[config.mk]
export PLATFORM = sky130hd
export DESIGN_NAME = sar_search
export DESIGN_NICKNAME = d
export VERILOG_FILES = /design/src/rtl/sar_search_pkg.sv /design/src/rtl/sar_search.sv
export SDC_FILE = /design/constraint.sdc
export NUM_CORES = 1
export LEC_CHECK = 0
export BUFFER_PORTS_ARGS = -buffer_cell sky130_fd_sc_hd__buf_4
export CORE_ASPECT_RATIO = 0.6
export CORE_MARGIN = 2
export CORE_UTILIZATION = 46
export CTS_CLUSTER_DIAMETER = 30
export CTS_CLUSTER_SIZE = 14
export DETAILED_ROUTE_END_ITERATION = 8
export PLACE_DENSITY = 0.73
export SYNTH_ARGS = -nofsm -noshare
export SYNTH_HDL_FRONTEND = slang
export SYNTH_SLANG_ARGS = --single-unit
[constraint.sdc]
create_clock -name clk -period 2.4 [get_ports clk]
set_input_delay 0.24 -clock clk [delete_from_list [all_inputs] [get_ports clk]]
set_output_delay 0.24 -clock clk [all_outputs]
set_load 0.03 [all_outputs]
[src/rtl/sar_search_pkg.sv]
// Shared definitions for the successive-approximation search controller:
// default operand width and FSM state encodings.
package sar_search_pkg;

    localparam int SAR_WIDTH = 8;

    typedef enum logic [1:0] {
        S_IDLE    = 2'd0,
        S_CONVERT = 2'd1,
        S_DONE    = 2'd2
    } state_t;

endpackage

[src/rtl/sar_search.sv]
// Successive-approximation controller: drives the B operand of an external
// A >= B comparator and binary-searches for A, one bit per clock, MSB first.
module sar_search
    import sar_search_pkg::*;
#(
    parameter int WIDTH = SAR_WIDTH
) (
    input  logic             clk,
    input  logic             rst_n,
    input  logic             start,
    input  logic             cmp_gte,
    output logic [WIDTH-1:0] probe,
    output logic             busy,
    output logic             done,
    output logic [WIDTH-1:0] result
);

    localparam int IDX_W = (WIDTH > 1) ? $clog2(WIDTH) : 1;

    state_t             state;
    logic [WIDTH-1:0]   acc;
    logic [IDX_W-1:0]   bit_idx;
    logic [WIDTH-1:0]   acc_next;

    function automatic logic [WIDTH-1:0] bit_mask(input logic [IDX_W-1:0] idx);
        logic [WIDTH-1:0] m;
        m      = '0;
        m[idx] = 1'b1;
        return m;
    endfunction

    // Decision for the bit currently on trial; only consumed in CONVERT.
    assign acc_next = cmp_gte ? (acc | bit_mask(bit_idx)) : acc;

    assign result = acc;

    // probe is registered and precomputed one step ahead, so the comparator
    // sees it directly from a flop with no path back from cmp_gte.
    always_ff @(posedge clk or negedge rst_n) begin
        if (!rst_n) begin
            state   <= S_IDLE;
            acc     <= '0;
            bit_idx <= IDX_W'(WIDTH - 1);
            probe   <= '0;
            busy    <= 1'b0;
            done    <= 1'b0;
        end else begin
            case (state)
                S_IDLE: begin
                    done <= 1'b0;
                    if (start) begin
                        acc     <= '0;
                        bit_idx <= IDX_W'(WIDTH - 1);
                        probe   <= bit_mask(IDX_W'(WIDTH - 1));
                        busy    <= 1'b1;
                        state   <= S_CONVERT;
                    end
                end
                S_CONVERT: begin
                    acc <= acc_next;
                    if (bit_idx == '0) begin
                        probe <= '0;
                        busy  <= 1'b0;
                        done  <= 1'b1;
                        state <= S_DONE;
                    end else begin
                        bit_idx <= bit_idx - 1'b1;
                        probe   <= acc_next | bit_mask(bit_idx - 1'b1);
                    end
                end
                S_DONE: begin
                    done  <= 1'b0;
                    probe <= '0;
                    busy  <= 1'b0;
                    state <= S_IDLE;
                end
                default: begin
                    probe <= '0;
                    busy  <= 1'b0;
                    done  <= 1'b0;
                    state <= S_IDLE;
                end
            endcase
        end
    end

endmodule

After elaboration in Yosys (flattened, before gate mapping)
Cells that the tools add are included.

cells by class
  multiply operators = 0
  eq/ne operators = 4
  multiplexer cells = 21
  shifts and indexed selects = 0
  $lt $le $gt $ge = 4
  add/sub/neg operators = 1
  divide/modulo/power cells = 0
  reduce and logical (&&, ||, !) cells = 8
  bitwise logic cells = 2

operators with widths
  cell                                                                                 count
  8-bit two-way mux                                                                    4
  8-bit case mux with 2 select lines                                                   2
  8-bit OR                                                                             2
  3-bit by 4-bit less-than comparator with 1-bit output, second input constant         2
  1-bit demux with 3-bit select                                                        2
  3-bit by 1-bit greater-or-equal comparator with 1-bit output, second input constant  2
  1-bit two-way mux                                                                    6
  3-bit two-way mux                                                                    2
  2-bit != test, second input constant                                                 3
  3-bit case mux with 2 select lines                                                   1
  2-bit two-way mux                                                                    2
  2-bit case mux with 2 select lines                                                   1
  2-bit AND reduction                                                                  2
  3-bit logical NOT                                                                    1
  3-bit AND reduction                                                                  1
  3-bit by 1-bit subtractor with 3-bit output, second input constant                   1
  2-bit by 1-bit == test with 1-bit output, second input constant                      1
  1-bit logical AND                                                                    2
  2-bit logical NOT                                                                    1
  1-bit case mux with 2 select lines                                                   1
  2-bit nonzero test                                                                   1

word-level totals
  bits in latches = 0
  register bits = 23
  memories kept = 0
  ROM bits = 0
  input port bits = 4
  RAM bits = 0
  logic and storage cells = 46

Logic depth before layout (Yosys ltp)
  word-level depth = 9
  gate-level depth with buffers = 6
  mapped depth without buffers = 5

Least setup slack after synthesis
No wires, ideal clock.

  path kind = flip-flop to flip-flop
  start = register bit_idx[0]
  end = register probe[4]
  required time = 2271 ps
  cell stages (with the launch flop) = 7
  period minus slack after synthesis = 1734 ps
  setup slack = 666 ps
  setup time = 129 ps
  arrival time = 1605 ps
  cell sequence = dfstp_2 > buf_2 > inv_1 > ha_1 > and2_1 > a221oi_1 > o21ai_0

between the ends
  word-level cells in the longest chain between the ends = 9
  elaborated cells on any way between the ends = 17
  classes of those cells = add/sub: 1; order compare: 4; mux: 7; bitwise: 2; reduce/logical: 3

RTL lines
  item                                                                                           line              RTL
  start, declared                                                                                sar_search.sv:22  logic [IDX_W-1:0] bit_idx;
  start signal, assigned                                                                         sar_search.sv:43  bit_idx <= IDX_W'(WIDTH - 1);
  start signal, assigned                                                                         sar_search.sv:53  bit_idx <= IDX_W'(WIDTH - 1);
  start signal, assigned                                                                         sar_search.sv:67  bit_idx <= bit_idx - 1'b1;
  branches (longest 7 deep; another with 3-bit by 4-bit less-than comparator with 1-bit output)  --
  8-bit two-way mux *                                                                            sar_search.sv:61  if (bit_idx == '0) begin
  8-bit case mux with 2 select lines *                                                           sar_search.sv:48  case (state)
  end signal, assigned                                                                           sar_search.sv:54  probe <= bit_mask(IDX_W'(WIDTH - 1));
  end signal, assigned                                                                           sar_search.sv:68  probe <= acc_next | bit_mask(bit_idx - 1'b1);
  end, declared                                                                                  sar_search.sv:12  output logic [WIDTH-1:0] probe,

Mark *: on every way between the ends.
A chain may end at the register's enable or synchronous reset.

Worst setup path in the final report
  start = register bit_idx[0]
  end = register probe[5]

Same word-level chain as after synthesis.

==> summary.md <==
* probe[7]$_DFFE_PN0P_ — Worst Hold Endpoint
* 30 — post-synthesis cell type count
* buf_4 — most frequent standard cell in the layout excluding fill and tap cells
* start — worst min-delay path startpoint
* false — unrepaired setup endpoints after global routing
* dfrtp_1 — largest area contributor in the synthesized netlist
* flip-flop — element type at the critical path end
* 3 — worst hold path stage count
* 0.00283 sq mm — DIE AREA
* 0 — GRT overflow
* dfstp_2 — master of the slowest instance on the critical path
* 0 — hold violation count in the final report
* 2210 uW — Power, Total
* 0.185 — all-layer global routing usage
* 11 — largest driver fanout on the critical path
* 900 — total number of vias
* 0.262 — fraction of final layout cells sized beyond drive strength 1
* 4.16 ps — clock skew after layout
* 3850 um — global-route wire length before repair
* 2540 ps — CP Data Required Time
* 22 — I/O pins
* met2 — global-route layer with the greatest usage
* 23 — largest net degree at the start of global routing
* input pin to flip-flop — class of the tightest hold or removal check
* dfrtp_1 — Primary FF master, synth
* 0.788 — part of the cycle the worst path needs
* 529 MHz — fmax
* 0 — number of pins with negative max-slew slack in the final report
* 110 — Synth Instances
* 0 ps — setup TNS after final layout
* 812 — number of global-route vias before repair
* 137 — number of nets in the final layout
* 22 — clock sink total
* 1650 mW/mm^2 — Pwr per Cell Area
* 0 — antenna diode count
* inv_1, ha_1, nor2b_1, a221oi_1, o21ai_0 — Cell Chain, Critical Path
* 0.00111 sq mm — Cell Area, Synth
* 0.000623 uW — LEAKAGE
* 80 ps — Worst-path clk slew
* 512 ps — post-place setup slack
* 0 — Max-cap violations
* 0 — post-route DRC violation count
* 20.5% — area added between synthesis and finish
* 0.0591 — met3 routing resource usage after global routing
* 0 — post-route ant nets
* 60 — number of DRC markers in iteration 0
* 0.909 mV — worst vdd ir
* buf_4 (21), dfrtp_1 (19), a21oi_1 (17) — commonest cells after routing, fill and taps aside
* 0 — Post-synth EDFFs
* 341 ps — worst hold slack
* finished clean — outcome
* 14.6 um — routed length per instance
* 13 — # rows
* 10.1 sq um — mean instance size in the synthesized netlist
* 0.273 — GR met2 Demand/Resource
* 0 — number of antenna violations at the first check in global routing
* 0.902 — final weighted congestion in routability-driven placement
* 0.497 — effective utilization at floorplan
* 260 ps — clock latency of the later-clocked register in the worst-skew pair
* 1 — number of levels in the clock H-tree
* 5.63 — average vias per placed instance
* yes — clock tree from TritonCTS
* 1890 ps — final critical-path required period
* 21 — I/O Buffers
* clkbuf_8 — clock tree root buffer cell
* 0.429 — area share of the leading cell type in the synthesized netlist
* 0.00223 sq mm — Core ar.
* 2 — worst-case clock buffer depth
* 620 ps — maximum cell stage delay along the critical path
* 5 — number of cells traversed by the worst register-to-register path
* 0.500 — sequential-to-total area share from yosys stat
* flip-flop to flip-flop — kind of critical path
* 0.560 — Relative slew margins
* 22 — register bit count reported by yosys
* 0 — number of warnings reported in the yosys synthesis log
* 2030 ps — data arrival time at the worst-slack endpoint
* 1.00 — fraction of registers with async set/reset
* 2340 um — total length of routed wires
* 188 — # fillers
* 510 ps — Final Worst Setup Slack
* flip-flop — Worst Setup Start Kind
* 510 ps — worst setup slack for register-to-register paths
* 4 — TritonRoute pass-1 iters
* 1780 um — post-detailed-placement half-perimeter wirelength
* 654 ps — transition time at the pin with the least slew margin
* 0.264 — met1 layer usage reported by global route
* 67.4 um — Horiz. Die Dim
* bit_idx[0]$_DFFE_PN1P_ — beginning of the worst register-to-register path
* dfrtp_1 (43%), a21oi_1 (7.7%), dfstp_2 (7.1%) — biggest area contributors in the synthesized netlist
* probe[5]$_DFFE_PN0P_ — capturing point of the worst reg2reg path
* 42.0 um — Die Span Y
* 3 — Num CTS Buffers
* 116 — post-synth net total
* 0 — number of setup violations in the final report
## area by class of cell
class	instances	area [sq um]	area share
clock buffer	3	41.3	0.0309
sequential	22	554	0.415
tap	30	37.5	0.0281
clock inverter	1	30.0	0.0225
multi-input combinational	78	490	0.367
timing repair buffer	22	168	0.125
inverter	4	15.0	0.0112
## routing by layer
layer | vias to the layer above | routed length (um)
li1 | 430 | -
met1 | 428 | 1160
met2 | 38 | 978
met3 | 4 | 180
met4 | 0 | 17
met5 | - | 0
## stage by stage
step | instances | utilization | cell area, sq um
2_1_floorplan | 110 | - | 1110
4_1_cts | 160 | 0.600 | 1340
3_5_place_dp | 155 | 0.563 | 1250
3_3_place_gp | 155 | 0.563 | 1250
5_1_grt | 160 | 0.600 | 1340
6_report | 160 | 0.600 | 1340
## power by group
part	internal, uW	leakage, uW	switching [uW]
registers	540	0.000282	149
clock network	223	0.0000357	115
logic	465	0.000306	718
total	1230	0.000623	982
## synth_stat cells (all sizes together), types with 2 or more instances
cell,n
a21oi,17
dfstp,3
inv,4
ha,2
nor3,2
clkbuf,3
dfrtp,19
and2,3
o21ai,8
nor2,11
nor2b,5
a21boi,3
nand2,9
a221oi,7
buf,3
## worst max-delay path: cells and delay by family, from the launching register on
| family | cells | cell delay, ps |
|---|---|---|
| DFF | 1 | 620 |
| AOI/OAI and AO/OA | 2 | 490 |
| adders and majority gates | 1 | 370 |
| and+or+nand+nor | 1 | 180 |
| buffers and inverters | 1 | 120 |
## flip-flops by register name, indices dropped and copies added (netlist names)
name     cells
bit_idx      3
result       8
probe        8
done         1
state        2
## kinds of logic (layout without fill, tap and decap cells)
| group | count (synthesis) | count (layout) | share of synthesized area |
|---|---|---|---|
| compound gates | 39 | 39 | 0.242 |
| xor+xnor | 2 | 2 | 0.0158 |
| simple gates | 35 | 35 | 0.163 |
| buf+inv | 10 | 30 | 0.0576 |
| flops | 22 | 22 | 0.500 |
| fa+ha+maj | 2 | 2 | 0.0226 |
## worst max path at each step
stage / startpoint / endpoint / slack (ps)
detailed placement: bit_idx[0]$_DFFE_PN1P_ / probe[5]$_DFFE_PN0P_ / 510
global route: bit_idx[0]$_DFFE_PN1P_ / probe[5]$_DFFE_PN0P_ / 380
CTS: bit_idx[0]$_DFFE_PN1P_ / probe[5]$_DFFE_PN0P_ / 510
floorplan: bit_idx[0]$_DFFE_PN1P_ / probe[4]$_DFFE_PN0P_ / 670
global placement: bit_idx[0]$_DFFE_PN1P_ / probe[5]$_DFFE_PN0P_ / 630
finish: bit_idx[0]$_DFFE_PN1P_ / probe[5]$_DFFE_PN0P_ / 510
## what timing repair did
item                       CTS  global route
setup endpoints to repair    0             0
hold buffers                 1             0
buffers inserted             0             0
hold endpoints to repair    19             0
resized for setup            0             0
(Power assumes the default switching activity.)
